`src/rtl/env_player_pkg.sv`:
```
// Shared defaults and state type for the per-channel pulse path.
// Latency: n/a (types and constants only).
// Backpressure: n/a.
//
// Used by env_player, its interface and sub-modules, and by the command
// register and DDS blocks that sit on either side of it.
package env_player_pkg;

  localparam int DEF_PHASE_WIDTH     = 14;
  localparam int DEF_FREQ_WIDTH      = 24;
  localparam int DEF_ENV_ADDR_WIDTH  = 12;
  localparam int DEF_ENV_LEN_WIDTH   = 12;
  localparam int DEF_SAMPLE_WIDTH    = 16;
  localparam int DEF_SAMPLES_PER_CLK = 4;
  localparam int DEF_MEM_LATENCY     = 2;

  // Player state: IDLE waits for a strobe, PLAY issues one read per clk.
  typedef enum logic {
    IDLE = 1'b0,
    PLAY = 1'b1
  } state_e;

endpackage

```
`src/rtl/env_player_if.sv`:
```
// Bundle of command, envelope-memory read and sample-stream signals.
// Latency: none (wires only).
// Backpressure: none; the stream side has no ready, every word is taken.
//
// master : the envelope player (drives reads and the sample stream)
// slave  : the surroundings (command register, memory, DDS stage)
interface env_player_if
  import env_player_pkg::*;
#(
  parameter int PHASE_WIDTH     = DEF_PHASE_WIDTH,
  parameter int FREQ_WIDTH      = DEF_FREQ_WIDTH,
  parameter int ENV_ADDR_WIDTH  = DEF_ENV_ADDR_WIDTH,
  parameter int ENV_LEN_WIDTH   = DEF_ENV_LEN_WIDTH,
  parameter int SAMPLE_WIDTH    = DEF_SAMPLE_WIDTH,
  parameter int SAMPLES_PER_CLK = DEF_SAMPLES_PER_CLK
);

  // command side
  logic                                  cstrobe_in;
  logic [ENV_ADDR_WIDTH-1:0]             env_start;
  logic [ENV_LEN_WIDTH-1:0]              env_len;
  logic [PHASE_WIDTH-1:0]                phase_in;
  logic [FREQ_WIDTH-1:0]                 freq_in;
  // envelope memory read port
  logic                                  mem_ren;
  logic [ENV_ADDR_WIDTH-1:0]             mem_addr;
  logic [SAMPLES_PER_CLK*SAMPLE_WIDTH-1:0] mem_rdata;
  // sample stream to the DDS/multiplier stage
  logic                                  env_valid;
  logic [SAMPLES_PER_CLK*SAMPLE_WIDTH-1:0] env_data;
  logic                                  env_last;
  logic [PHASE_WIDTH-1:0]                phase_out;
  logic [FREQ_WIDTH-1:0]                 freq_out;
  logic                                  busy;

  modport master (
    input  cstrobe_in, env_start, env_len, phase_in, freq_in, mem_rdata,
    output mem_ren, mem_addr, env_valid, env_data, env_last,
           phase_out, freq_out, busy
  );

  modport slave (
    output cstrobe_in, env_start, env_len, phase_in, freq_in, mem_rdata,
    input  mem_ren, mem_addr, env_valid, env_data, env_last,
           phase_out, freq_out, busy
  );

endinterface

```
`src/rtl/env_player_tag_delay.sv`:
```
// Fixed-depth shift register that carries per-read tags alongside memory latency.
// Latency: DEPTH clk from i_d to o_q.
// Backpressure: none; shifts every clk.
//
// Ports: i_clk, i_rst_n (async active-low clear), i_d (tag in), o_q (tag out).
module env_player_tag_delay #(
  parameter int DEPTH = 2,
  parameter int WIDTH = 8
) (
  input  logic             i_clk,
  input  logic             i_rst_n,
  input  logic [WIDTH-1:0] i_d,
  output logic [WIDTH-1:0] o_q
);

  logic [WIDTH-1:0] r_sr [DEPTH];

  always_ff @(posedge i_clk or negedge i_rst_n) begin
    if (!i_rst_n) begin
      for (int i = 0; i < DEPTH; i++) r_sr[i] <= '0;
    end else begin
      r_sr[0] <= i_d;
      for (int i = 1; i < DEPTH; i++) r_sr[i] <= r_sr[i-1];
    end
  end

  assign o_q = r_sr[DEPTH-1];

endmodule

```
`src/rtl/env_player.sv`:
```
// Plays one pulse envelope per command strobe: sequential memory reads, samples streamed out with phase/freq.
// Latency: strobe to first env_valid is MEM_LATENCY+2 clk; one word per clk thereafter.
// Backpressure: none; downstream must accept a word on every env_valid.
//
// Ports: clk, reset_n (async active-low), bus (env_player_if.master):
//   command  cstrobe_in/env_start/env_len/phase_in/freq_in
//   memory   mem_ren/mem_addr out, mem_rdata in (valid MEM_LATENCY clk after mem_ren)
//   stream   env_valid/env_data/env_last/phase_out/freq_out, busy while reads issue
module env_player
  import env_player_pkg::*;
#(
  parameter int PHASE_WIDTH     = DEF_PHASE_WIDTH,
  parameter int FREQ_WIDTH      = DEF_FREQ_WIDTH,
  parameter int ENV_ADDR_WIDTH  = DEF_ENV_ADDR_WIDTH,
  parameter int ENV_LEN_WIDTH   = DEF_ENV_LEN_WIDTH,
  parameter int SAMPLE_WIDTH    = DEF_SAMPLE_WIDTH,
  parameter int SAMPLES_PER_CLK = DEF_SAMPLES_PER_CLK,
  parameter int MEM_LATENCY     = DEF_MEM_LATENCY
) (
  input logic          clk,
  input logic          reset_n,
  env_player_if.master bus
);

  localparam int WORD_WIDTH = SAMPLES_PER_CLK * SAMPLE_WIDTH;
  localparam int TAG_WIDTH  = 2 + PHASE_WIDTH + FREQ_WIDTH;

  state_e                    r_state;
  state_e                    w_state_nxt;
  logic [ENV_ADDR_WIDTH-1:0] r_addr;
  logic [ENV_LEN_WIDTH-1:0]  r_cnt;     // reads left including the current one
  logic [PHASE_WIDTH-1:0]    r_phase;
  logic [FREQ_WIDTH-1:0]     r_freq;

  logic w_start;   // strobe that (re)starts a pulse
  logic w_kill;    // zero-length strobe: abort whatever is playing
  logic w_mem_ren;
  logic [ENV_ADDR_WIDTH-1:0] w_mem_addr;
  logic w_tag_last;

  logic [TAG_WIDTH-1:0]   w_dly_tag;
  logic                   w_dly_valid;
  logic                   w_dly_last;
  logic [PHASE_WIDTH-1:0] w_dly_phase;
  logic [FREQ_WIDTH-1:0]  w_dly_freq;

  logic                   r_env_valid;
  logic [WORD_WIDTH-1:0]  r_env_data;
  logic                   r_env_last;
  logic [PHASE_WIDTH-1:0] r_phase_out;
  logic [FREQ_WIDTH-1:0]  r_freq_out;

  assign w_start = bus.cstrobe_in && (bus.env_len != '0);
  assign w_kill  = bus.cstrobe_in && (bus.env_len == '0);

  // state register
  always_ff @(posedge clk or negedge reset_n) begin
    if (!reset_n) r_state <= IDLE;
    else          r_state <= w_state_nxt;
  end

  // next state: a strobe wins over everything, so a strobe in the final
  // read cycle chains straight into the next pulse with no bubble
  always_comb begin
    w_state_nxt = r_state;
    if (w_start)                                         w_state_nxt = PLAY;
    else if (w_kill)                                     w_state_nxt = IDLE;
    else if (r_state == PLAY && r_cnt == ENV_LEN_WIDTH'(1)) w_state_nxt = IDLE;
  end

  // outputs of the read-issue FSM
  always_comb begin
    w_mem_ren  = 1'b0;
    w_mem_addr = '0;
    w_tag_last = 1'b0;
    if (r_state == PLAY) begin
      w_mem_ren  = 1'b1;
      w_mem_addr = r_addr;
      w_tag_last = (r_cnt == ENV_LEN_WIDTH'(1));
    end
  end

  // per-pulse parameters and read pointer; address wraps by truncation
  always_ff @(posedge clk or negedge reset_n) begin
    if (!reset_n) begin
      r_addr  <= '0;
      r_cnt   <= '0;
      r_phase <= '0;
      r_freq  <= '0;
    end else if (w_start) begin
      r_addr  <= bus.env_start;
      r_cnt   <= bus.env_len;
      r_phase <= bus.phase_in;
      r_freq  <= bus.freq_in;
    end else if (r_state == PLAY) begin
      r_addr  <= r_addr + ENV_ADDR_WIDTH'(1);
      r_cnt   <= r_cnt - ENV_LEN_WIDTH'(1);
    end
  end

  // Tags ride alongside the read so words already in flight at a pre-empt
  // keep the old phase/freq; an aborted pulse never launched a last tag.
  env_player_tag_delay #(
    .DEPTH (MEM_LATENCY),
    .WIDTH (TAG_WIDTH)
  ) u_tag_delay (
    .i_clk   (clk),
    .i_rst_n (reset_n),
    .i_d     ({w_mem_ren, w_tag_last, r_phase, r_freq}),
    .o_q     (w_dly_tag)
  );

  assign {w_dly_valid, w_dly_last, w_dly_phase, w_dly_freq} = w_dly_tag;

  // output stage: data zeroed between words, phase/freq held
  always_ff @(posedge clk or negedge reset_n) begin
    if (!reset_n) begin
      r_env_valid <= 1'b0;
      r_env_data  <= '0;
      r_env_last  <= 1'b0;
      r_phase_out <= '0;
      r_freq_out  <= '0;
    end else begin
      r_env_valid <= w_dly_valid;
      r_env_last  <= w_dly_valid & w_dly_last;
      r_env_data  <= w_dly_valid ? bus.mem_rdata : '0;
      if (w_dly_valid) begin
        r_phase_out <= w_dly_phase;
        r_freq_out  <= w_dly_freq;
      end
    end
  end

  assign bus.mem_ren   = w_mem_ren;
  assign bus.mem_addr  = w_mem_addr;
  assign bus.busy      = w_mem_ren;
  assign bus.env_valid = r_env_valid;
  assign bus.env_data  = r_env_data;
  assign bus.env_last  = r_env_last;
  assign bus.phase_out = r_phase_out;
  assign bus.freq_out  = r_freq_out;

endmodule
```
`src/flat_wrapper.sv`:
```
// flat-port wrapper written by rule: the top's interface ports become plain ports
module env_player_flat import env_player_pkg::*;
#(
  parameter int PHASE_WIDTH     = DEF_PHASE_WIDTH,
  parameter int FREQ_WIDTH      = DEF_FREQ_WIDTH,
  parameter int ENV_ADDR_WIDTH  = DEF_ENV_ADDR_WIDTH,
  parameter int ENV_LEN_WIDTH   = DEF_ENV_LEN_WIDTH,
  parameter int SAMPLE_WIDTH    = DEF_SAMPLE_WIDTH,
  parameter int SAMPLES_PER_CLK = DEF_SAMPLES_PER_CLK,
  parameter int MEM_LATENCY     = DEF_MEM_LATENCY
)
  (clk, reset_n, bus_cstrobe_in, bus_env_start, bus_env_len, bus_phase_in, bus_freq_in, bus_mem_rdata, bus_mem_ren, bus_mem_addr, bus_env_valid, bus_env_data, bus_env_last, bus_phase_out, bus_freq_out, bus_busy);
  env_player_if #(.PHASE_WIDTH(PHASE_WIDTH), .FREQ_WIDTH(FREQ_WIDTH), .ENV_ADDR_WIDTH(ENV_ADDR_WIDTH), .ENV_LEN_WIDTH(ENV_LEN_WIDTH), .SAMPLE_WIDTH(SAMPLE_WIDTH), .SAMPLES_PER_CLK(SAMPLES_PER_CLK)) bus_i ();
  input logic clk;
  input logic reset_n;
  input wire logic [$bits(bus_i.cstrobe_in)-1:0] bus_cstrobe_in;
  input wire logic [$bits(bus_i.env_start)-1:0] bus_env_start;
  input wire logic [$bits(bus_i.env_len)-1:0] bus_env_len;
  input wire logic [$bits(bus_i.phase_in)-1:0] bus_phase_in;
  input wire logic [$bits(bus_i.freq_in)-1:0] bus_freq_in;
  input wire logic [$bits(bus_i.mem_rdata)-1:0] bus_mem_rdata;
  output wire logic [$bits(bus_i.mem_ren)-1:0] bus_mem_ren;
  output wire logic [$bits(bus_i.mem_addr)-1:0] bus_mem_addr;
  output wire logic [$bits(bus_i.env_valid)-1:0] bus_env_valid;
  output wire logic [$bits(bus_i.env_data)-1:0] bus_env_data;
  output wire logic [$bits(bus_i.env_last)-1:0] bus_env_last;
  output wire logic [$bits(bus_i.phase_out)-1:0] bus_phase_out;
  output wire logic [$bits(bus_i.freq_out)-1:0] bus_freq_out;
  output wire logic [$bits(bus_i.busy)-1:0] bus_busy;
  assign bus_i.cstrobe_in = bus_cstrobe_in;
  assign bus_i.env_start = bus_env_start;
  assign bus_i.env_len = bus_env_len;
  assign bus_i.phase_in = bus_phase_in;
  assign bus_i.freq_in = bus_freq_in;
  assign bus_i.mem_rdata = bus_mem_rdata;
  assign bus_mem_ren = bus_i.mem_ren;
  assign bus_mem_addr = bus_i.mem_addr;
  assign bus_env_valid = bus_i.env_valid;
  assign bus_env_data = bus_i.env_data;
  assign bus_env_last = bus_i.env_last;
  assign bus_phase_out = bus_i.phase_out;
  assign bus_freq_out = bus_i.freq_out;
  assign bus_busy = bus_i.busy;
  env_player #(.PHASE_WIDTH(PHASE_WIDTH), .FREQ_WIDTH(FREQ_WIDTH), .ENV_ADDR_WIDTH(ENV_ADDR_WIDTH), .ENV_LEN_WIDTH(ENV_LEN_WIDTH), .SAMPLE_WIDTH(SAMPLE_WIDTH), .SAMPLES_PER_CLK(SAMPLES_PER_CLK), .MEM_LATENCY(MEM_LATENCY)) u_core (.clk(clk), .reset_n(reset_n), .bus(bus_i));
endmodule
```
`config.mk`:
```
export PLATFORM = sky130hd
export DESIGN_NAME = env_player_flat
export DESIGN_NICKNAME = d
export VERILOG_FILES = /design/src/rtl/env_player_pkg.sv /design/src/rtl/env_player_if.sv /design/src/rtl/env_player_tag_delay.sv /design/src/rtl/env_player.sv /design/src/flat_wrapper.sv
export SDC_FILE = /design/constraint.sdc
export NUM_CORES = 1
export LEC_CHECK = 0
export BUFFER_PORTS_ARGS = -buffer_cell sky130_fd_sc_hd__buf_2
export CORE_MARGIN = 2
export CORE_UTILIZATION = 24
export DETAILED_ROUTE_END_ITERATION = 16
export HOLD_SLACK_MARGIN = 0.15
export PLACE_DENSITY = 0.46
export SYNTH_ARGS = -nofsm -noshare
export SYNTH_HDL_FRONTEND = slang
export SYNTH_HIERARCHICAL = 1
export SYNTH_SLANG_ARGS = --single-unit
```
`constraint.sdc`:
```
create_clock -name clk -period 2.2 [get_ports clk]
set_input_delay 0.11 -clock clk [delete_from_list [all_inputs] [get_ports clk]]
set_output_delay 0.11 -clock clk [all_outputs]
set_load 0.03 [all_outputs]
```
# ---- After elaboration in Yosys (flattened, before gate mapping)
# Cells that the tools add are included.
dict set report totals {
  register_bits 247
  latch_bits 0
  mem_bits_rw 0
  rom_bits 0
  out_inout_bits 118
  wordCells 34
  mem_count 0
}
dict set report op_classes {
  n_addsub 2
  n_mul 0
  n_div 0
  magnitude_cmp 0
  eq_ne 1
  shifts 0
  n_mux 11
  n_bitwise 1
  n_reduce_logical 7
}
# cell n
set ops {}
lappend ops {{2-to-1 mux 64 bit} 1}
lappend ops {{2-to-1 mux 12 bit} 5}
lappend ops {{adder 12 x 1 -> 12 bit, second input constant} 1}
lappend ops {{equality test 12 x 1 -> 1 bit, second input constant} 1}
lappend ops {{logical NOT 12 bit} 1}
lappend ops {{nonzero test 12 bit} 1}
lappend ops {{subtractor 12 x 1 -> 12 bit, second input constant} 1}
lappend ops {{2-to-1 mux 1 bit} 5}
lappend ops {{logical AND 1 bit} 3}
lappend ops {{nonzero test 3 bit} 1}
lappend ops {{nonzero test 2 bit} 1}
lappend ops {{bitwise AND 1 bit} 1}

# ---- Longest topological paths before layout
# Gate-level depths: netlist (run 1).
dict set report logic_depth {
  depth_word 5
  depth_mapped 6
  mapped_depth_nobuf 6
}

# ---- By module
# Netlist (run 1), hierarchy kept.
# module instances cells_per_inst area_per_inst_um2 seq_area_each_um2
set modules_own_cells {}
lappend modules_own_cells {env_player 1 467 6377.4 4179.0}
lappend modules_own_cells {env_player_tag_delay 1 120 2302.2 2001.9}

# ---- Worst setup path after synthesis (run 1)
# OpenSTA, ideal clock, no wires.
dict set report synth_timing {
  kind {reg2out}
  start {reg u_core.r_state}
  end {out bus_mem_addr[0]}
  t_arrival_ns 1.587
  required_ns 2.090
  slack_ns 0.503
  path_stages_with_launch 5
  path_buffers 3
  path_cell_list {dfrtp_1 buf_2 clkbuf_1 clkbuf_1 and2_1}
}
dict set report synth_between {
  elab_chain_len 1
}
# element line
set synth_rtl {}
lappend synth_rtl {{start, declared} env_player.sv:28} ;# state_e r_state;
lappend synth_rtl {{start signal, assigned} env_player.sv:59} ;# else r_state <= w_state_nxt;
lappend synth_rtl {{2-to-1 mux 12 bit} env_player.sv:76} ;# if (r_state == PLAY) begin
lappend synth_rtl {{end, declared} flat_wrapper.sv:23} ;# output wire logic [$bits(bus_i.mem_addr)-1:0] bus_mem_addr;
# Every way passes these cells.

# ---- Worst setup path after layout (run 1)
dict set report layout_timing {
  start {reg u_core.r_state}
  end {out bus_mem_addr[4]}
}
# Same word-level chain as after synthesis.

==> impl_metrics.toml, run 1 <==
[clocking]
post-cts-setup-buffer-count = 0
htreeDepth = 1
cts_sinks = 247
root_buffer = "clkbuf_16"
cts_tree = "built"
cts_buffers = 28
cts_buffer_depth = 3
clk_latency_ns = 0.54
clk_pin_slew_ns = 0.06

[timing]
setup_viol = 0
min_period_ns = 1.78
maxSlewHeadroom_pct = 60.6
slew_viol_final = 0
timing_worst_slew_pin_value_ns = 0.591
fin_tns_setup_ns = 0
grt_setup_unrepaired = "no"
finalHoldViolations = 0
max_freq_mhz = 560
worst_clock_skew_ns = 0.0167
fin_crit_sh_pct = 81.1

[drt]
drc = 0
vias = 5495
route.detailed.vias_per_inst = 3.84
drt-total-wl_um = 19800
wl_per_cell_um = 13.9
drt_pass1_iterations = 4
dr.first_iter.drc_count = 179
drtAntennaViolNets = 0

[global_route]
antenna_found_initial = 0
grt_max_degree = 105
grt.overflow.total = 0
grt_pass1_vias = 6087
grt_pass1_wl_um = 32700
grt_use_total_pct = 10.6

[critical_path]
critPathKind = "flip-flop to output port"
critPathTopFamily = "flip-flops"
reg2reg_to = "u_core/r_addr[11]$_DFFE_PN0P_"
cp-end-kind = "output port"
r2r-start = "u_core/r_state$_DFFE_PN0P_"
worstSetupStartpointType = "flip-flop"
reg2reg_slack_ns = 0.56
reg2regPathDepth = 4
cp_cell_sequence = "buf_4 -> and2_1 -> buf_2"
slowest_delay_ns = 0.51
cp_num_buf_inv = 2
critPathRequiredTime_ns = 2.09
crit_arrival_ns = 1.67
cp_slowest_cell = "dfrtp_1"
worstPathMaxFanout = 11

[placement]
place_congestion = 0.716
placed_area_um2 = 10200
io_buffer_count = 246
hpwl_um = 12600

[yosys]
synthArstFlopShare_pct = 100
dominantRegCellSynth = "dfrtp_1"
yosysSeqAreaShare_pct = 71.2
syn_nets = 719
syn_area_per_cell_um2 = 14.8
yosysMostFrequentCell = "dfrtp_1"
synthTopCellsByArea = "dfrtp_1 (71%), mux2_2 (8.3%), and2_1 (5.5%)"
ys_top_cells_by_count = "dfrtp_1 (247), and2_1 (77), mux2_2 (64)"
yosys_warnings = 6
synth_edf_count = 0
syn_inst = 587
synthesis.area_um2 = 8680
ys_seq_elements = 247
yosys.area.top_type = "dfrtp_1"
synth_top_cell_area_share_pct = 71.2
ys_types = 33

[run]
maxCapViolCount = 0

[final_layout]
design_area_um2 = 12600
n_antenna_cell = 0
fillers = 3514
areaGrowthSynthToFinish_pct = 45.5
final_layout_size_suffix_gt1_share_pct = 38.7
nets = 1082

[floorplanning]
dieArea_um2 = 37700
rows = 69
die_w_um = 194
die_h_um = 194
io_pins = 247
core-area_um2 = 35600
initial_core_util_pct = 24.4

[hold_path]
hold_class = "primary input to async pin"

[status]
outcome = "finished clean"

[pwr]
powerDensity_nw_per_um2 = 921
power_leakage_nw = 5.85
ir_drop_v = 0.000532
## report_power, final
group	internal, W	switching (W)
clock network	0.00301	0.00182
registers	0.00499	0.000198
logic	0.000687	0.000932
## worst min-delay path: cells and delay by family
family                 cells  cell delay, ns
buffers and inverters      3            0.94
## stage by stage
step                instances  utilization [%]  setup slack, ns  total power (W)  hold slack (ns)
floorplan                 587                -            0.503          0.00620           -0.186
global placement         1242             28.8            0.487          0.00670           0.0588
detailed placement       1242             28.8            0.474          0.00672           0.0563
CTS                      1430             35.5            0.365           0.0119            0.183
global route             1430             35.5            0.306           0.0122            0.207
finish                   1430             35.5            0.415           0.0116            0.184
## sequential cells by signal (all words and copies together), names as in the netlist
register	count
u_core/bus.env_data	64
u_core/bus.env_last	1
u_core/bus.env_valid	1
u_core/bus.freq_out	24
u_core/bus.phase_out	14
u_core/r_addr	12
u_core/r_cnt	12
u_core/r_freq	24
u_core/r_phase	14
u_core/r_state	1
u_core/u_tag_delay/o_q	40
u_core/u_tag_delay/r_sr	40
## per-layer routing
| metal | vias to the layer above | track usage [%] | part of all wire [%] |
|---|---|---|---|
| met4 | 0 | 4.24 | 2.9 |
| met3 | 38 | 1.74 | 4.0 |
| li1 | 2609 | - | - |
| met5 | - | 0 | 0 |
| met1 | 2726 | 13.1 | 41 |
| met2 | 122 | 18.7 | 52 |
## kinds of logic after synthesis
| group | after synthesis | synth area share, % |
|---|---|---|
| compound gates | 26 | 1.59 |
| fa+ha+maj | 3 | 0.433 |
| flops | 247 | 71.2 |
| mux | 78 | 10.1 |
| xor+xnor | 22 | 2.22 |
| simple gates | 143 | 9.57 |
| buf+inv | 68 | 4.87 |
## layout make-up
class	instances	area [um^2]	share of cell area [%]
multi-input cells	272	2090	16.6
repair buffers	397	2790	22.1
clock buffers	41	851	6.74
inverters	4	15.0	0.119
flip-flops and latches	247	6180	49.0
well taps	461	577	4.57
clock inverters	8	121	0.961
## layout by cell type (no fill, tap or decap), types with 5 or more instances in the layout
cell,instances
dfrtp_1,246
buf_2,245
dlygate4sd3_1,138
and2_1,77
mux2_2,64
nand2_1,34
clkbuf_16,29
o21ai_0,21
mux2_1,13
xnor2_1,12
xor2_1,10
clkbuf_8,8
buf_4,8
nor3_1,6
nor2_1,5
## how the worst max path moves through the flow
stage                     slack (ns)                             end  depth (start not counted)                        from
final                           0.42                 bus_mem_addr[4]                          3  u_core/r_state$_DFFE_PN0P_
after floorplan                 0.50                 bus_mem_addr[0]                          4  u_core/r_state$_DFFE_PN0P_
after global placement          0.49  u_core/r_phase[11]$_DFFE_PN0P_                          5              bus_env_len[3]
after CTS                       0.37                 bus_mem_addr[3]                          3  u_core/r_state$_DFFE_PN0P_
after detailed placement        0.47   u_core/r_phase[6]$_DFFE_PN0P_                          5              bus_env_len[7]
after global routing            0.31                 bus_mem_addr[3]                          3  u_core/r_state$_DFFE_PN0P_
## what timing repair did
action | CTS | global route
endpoints found under the setup margin | 0 | 0
resized for setup | 0 | 0
hold buffers | 139 | 0
hold endpoints to repair | 374 | 0
Note: power is estimated with default switching activity, not from simulation.
==> run 2: changes to the inputs <==
--- a/config.mk
+++ b/config.mk
@@ -5,12 +5,13 @@
 export SDC_FILE = /design/constraint.sdc
 export NUM_CORES = 1
 export LEC_CHECK = 0
+export ABC_AREA = 1
 export BUFFER_PORTS_ARGS = -buffer_cell sky130_fd_sc_hd__buf_2
 export CORE_MARGIN = 2
 export CORE_UTILIZATION = 24
 export DETAILED_ROUTE_END_ITERATION = 16
 export HOLD_SLACK_MARGIN = 0.15
-export PLACE_DENSITY = 0.46
+export PLACE_DENSITY = 0.47
 export SYNTH_ARGS = -nofsm -noshare
 export SYNTH_HDL_FRONTEND = slang
 export SYNTH_HIERARCHICAL = 1
==> constraint.sdc (replaced) <==
create_clock -name clk -period 1.5 [get_ports clk]
set_input_delay 0.075 -clock clk [delete_from_list [all_inputs] [get_ports clk]]
set_output_delay 0.075 -clock clk [all_outputs]
set_load 0.03 [all_outputs]
==> run 2 against run 1 <==
Against the previous run:
- power up 53%
- cell count up 25%
- register-to-register slack worse by 0.40 ns
- largest cell class unchanged
- largest power group unchanged
==> impl_metrics.toml, run 2 <==
[status]
outcome = "finished clean"

[floorplanning]
die_h_um = 199
rows = 71
dieArea_um2 = 39700
die_w_um = 199
core-area_um2 = 37600
initial_core_util_pct = 24.4
io_pins = 247

[placement]
placed_cells = 1550
hpwl_um = 14700
place_congestion = 0.785
io_buffer_count = 246

[yosys]
syn_area_per_cell_um2 = 10.8
ys_seq_elements = 247
dominantRegCellSynth = "dfrtp_1"
synthXorXnorAreaFrac_pct = 1.15
yosys.area_share.adder_pct = 0.410
synthMuxAreaShare_pct = 4.68
yosysSeqAreaShare_pct = 67.5
synthesis.area_um2 = 9150
synth_compound_gate_area_share_pct = 0.369
synthArstFlopShare_pct = 100
synthTopCellsByArea = "dfrtp_1 (68%), nand2_1 (11%), mux2_2 (4.7%)"
yosys.area.top_type = "dfrtp_1"
ys_top_cells_by_count = "nand2_1 (261), dfrtp_1 (247), inv_1 (96)"
synth-simple-area-share_pct = 16.5
syn_nets = 976
synth_top_family_by_area = "simple AND/OR/NAND/NOR gates"
yosys_warnings = 6
synth_edf_count = 0
syn_inst = 844
yosysMostFrequentCell = "nand2_1"
ys_types = 28
synth_top_cell_area_share_pct = 67.5

[critical_path]
crit_path_start = "u_core/r_state$_DFFE_PN0P_"
worstPathMaxFanout = 13
crit_arrival_ns = 1.41
worstSetupStartpointType = "flip-flop"
reg2regPathDepth = 7
cp-end-kind = "output port"
reg2reg_to = "u_core/r_addr[10]$_DFFE_PN0P_"
r2r-start = "u_core/r_addr[1]$_DFFE_PN0P_"
critPathCapture = "bus_mem_addr[1]"
critPathRequiredTime_ns = 1.42
critPathKind = "flip-flop to output port"
reg2reg_slack_ns = 0.16

[timing]
grt_setup_unrepaired = "yes"
timing_worst_slew_pin_value_ns = 0.355
setup_viol = 0
finalHoldViolations = 0
min_period_ns = 1.48
worst_clock_skew_ns = 0.00959
max_freq_mhz = 675
maxSlewHeadroom_pct = 76.4
fin_crit_sh_pct = 98.7
slew_viol_final = 0

[final_layout]
final_layout_size_suffix_gt1_share_pct = 29.5
layout_common_cells = "nand2_1 (260), dfrtp_1 (245), buf_2 (233)"
areaGrowthSynthToFinish_pct = 51.3
final_common_cell = "nand2_1"
final_util_pct = 36.9
stdcell_count = 1786
n_antenna_cell = 0
fillers = 3697
largest_register_ffs = 64
nets = 1384

[drt]
drtAntennaViolNets = 0
route.detailed.vias_per_inst = 3.81
wl_per_cell_um = 13.2
drt_pass1_iterations = 4
highest_layer = "met4"
dr_wl_met2_um = 11700
vias = 6801
dr.first_iter.drc_count = 278
drt-total-wl_um = 23500
wl_met1_um = 10200
met3_length_um = 1130
drc = 0

[global_route]
grt.overflow.total = 0
antenna_found_initial = 0
grt_pass1_vias = 7078
grt_max_degree = 66
grt_use_total_pct = 11.8
grt_pass1_wl_um = 37100

[clocking]
clk_pin_slew_ns = 0.06
cts_buffer_depth = 3
clk_latency_ns = 0.54
cts_sinks = 247
cts_tree = "built"
htreeDepth = 1
cts_buffers = 29
root_buffer = "clkbuf_16"

[hold_path]
hold_class = "primary input to flip-flop"

[run]
maxCapViolCount = 0

[pwr]
ir_drop_v = 0.000630
power_leakage_nw = 7.23
powerDensity_nw_per_um2 = 1290
-- run 2: cell count changes after synthesis, sizes merged, moves of 6 or more --
cell	previous run	this run
nor2	5	25
nor4	7	1
and2	77	1
nand2	34	264
nor3	6	0
buf	50	69
clkbuf	14	5
o21ai	24	4
nand3	4	69
inv	4	98
xnor2	12	4
mux2	77	38
-- run 2: report_power, final --
part | internal (W) | switching, W | leakage, nW
combinational | 0.00115 | 0.00158 | 3.71
sequential | 0.00728 | 0.000287 | 3.03
clock | 0.00476 | 0.00276 | 0.498
-- run 2: final cells by class --
cell class,count,area [um^2],area share [%]
Sequential cell,247,6190,44.7
Tap cell,511,639,4.62
Clock buffer,39,793,5.73
Multi-Input combinational cell,425,2140,15.5
Clock inverter,15,248,1.79
Inverter,98,368,2.66
Timing Repair Buffer,451,3470,25.1
-- run 2: worst min-delay path by stage --
stage	start	to	slack, ns	cells after the start
floorplan	reset_n	u_core/bus.env_data[0]$_DFF_PN0_	-0.22	0
global placement	reset_n	u_core/r_freq[2]$_DFFE_PN0P_	-0.05	1
detailed placement	reset_n	u_core/r_freq[2]$_DFFE_PN0P_	-0.05	1
CTS	bus_env_len[0]	u_core/r_cnt[0]$_DFFE_PN0P_	-0.25	3
global route	bus_cstrobe_in	u_core/r_freq[2]$_DFFE_PN0P_	0.15	5
finish	bus_cstrobe_in	u_core/r_addr[9]$_DFFE_PN0P_	0.12	5
-- run 2: cells by family after synthesis --
kind of cell	count (synthesis)
AOI/OAI and AO/OA	6
xor gates and xnor gates	12
adders and majority gates	3
buffers and inverters	172
DFF	247
muxes	38
and+or+nand+nor	366
-- run 2: what timing repair did --
| item | CTS | global route |
|---|---|---|
| hold buffers | 174 | 7 |
| cloned | 1 | 0 |
| resized for setup | 26 | 8 |
| pin swaps | 0 | 0 |
| endpoints found under the hold margin | 374 | 5 |
| setup endpoints to repair | 12 | 21 |
| setup buffers | 2 | 0 |
-- run 2: metrics by stage --
step	setup slack, ns	hold WS, ns	TNS, ns	power (W)	cell area, um^2
3_5_place_dp	0.149	-0.0454	0	0.0100	10900
6_report	0.0192	0.124	0	0.0178	13800
4_1_cts	-0.0205	-0.248	-0.0672	0.0182	13800
5_1_grt	-0.0498	0.148	-0.436	0.0188	13800
2_1_floorplan	0.0969	-0.221	0	0.00913	9150
3_3_place_gp	0.172	-0.0473	0	0.00997	10900
-- run 2: routing by layer --
| layer | vias up | track usage [%] |
|---|---|---|
| met3 | 35 | 2.04 |
| met4 | 0 | 4.12 |
| met5 | - | 0 |
| met1 | 3258 | 15.1 |
| met2 | 155 | 20.2 |
| li1 | 3353 | - |
-- run 2: worst max-delay path, stage by stage (launching register included) --
cell and delay [ns]:
dfrtp_2 0.44, buf_12 0.16, nand2_1 0.07, inv_1 0.04, buf_4 0.15
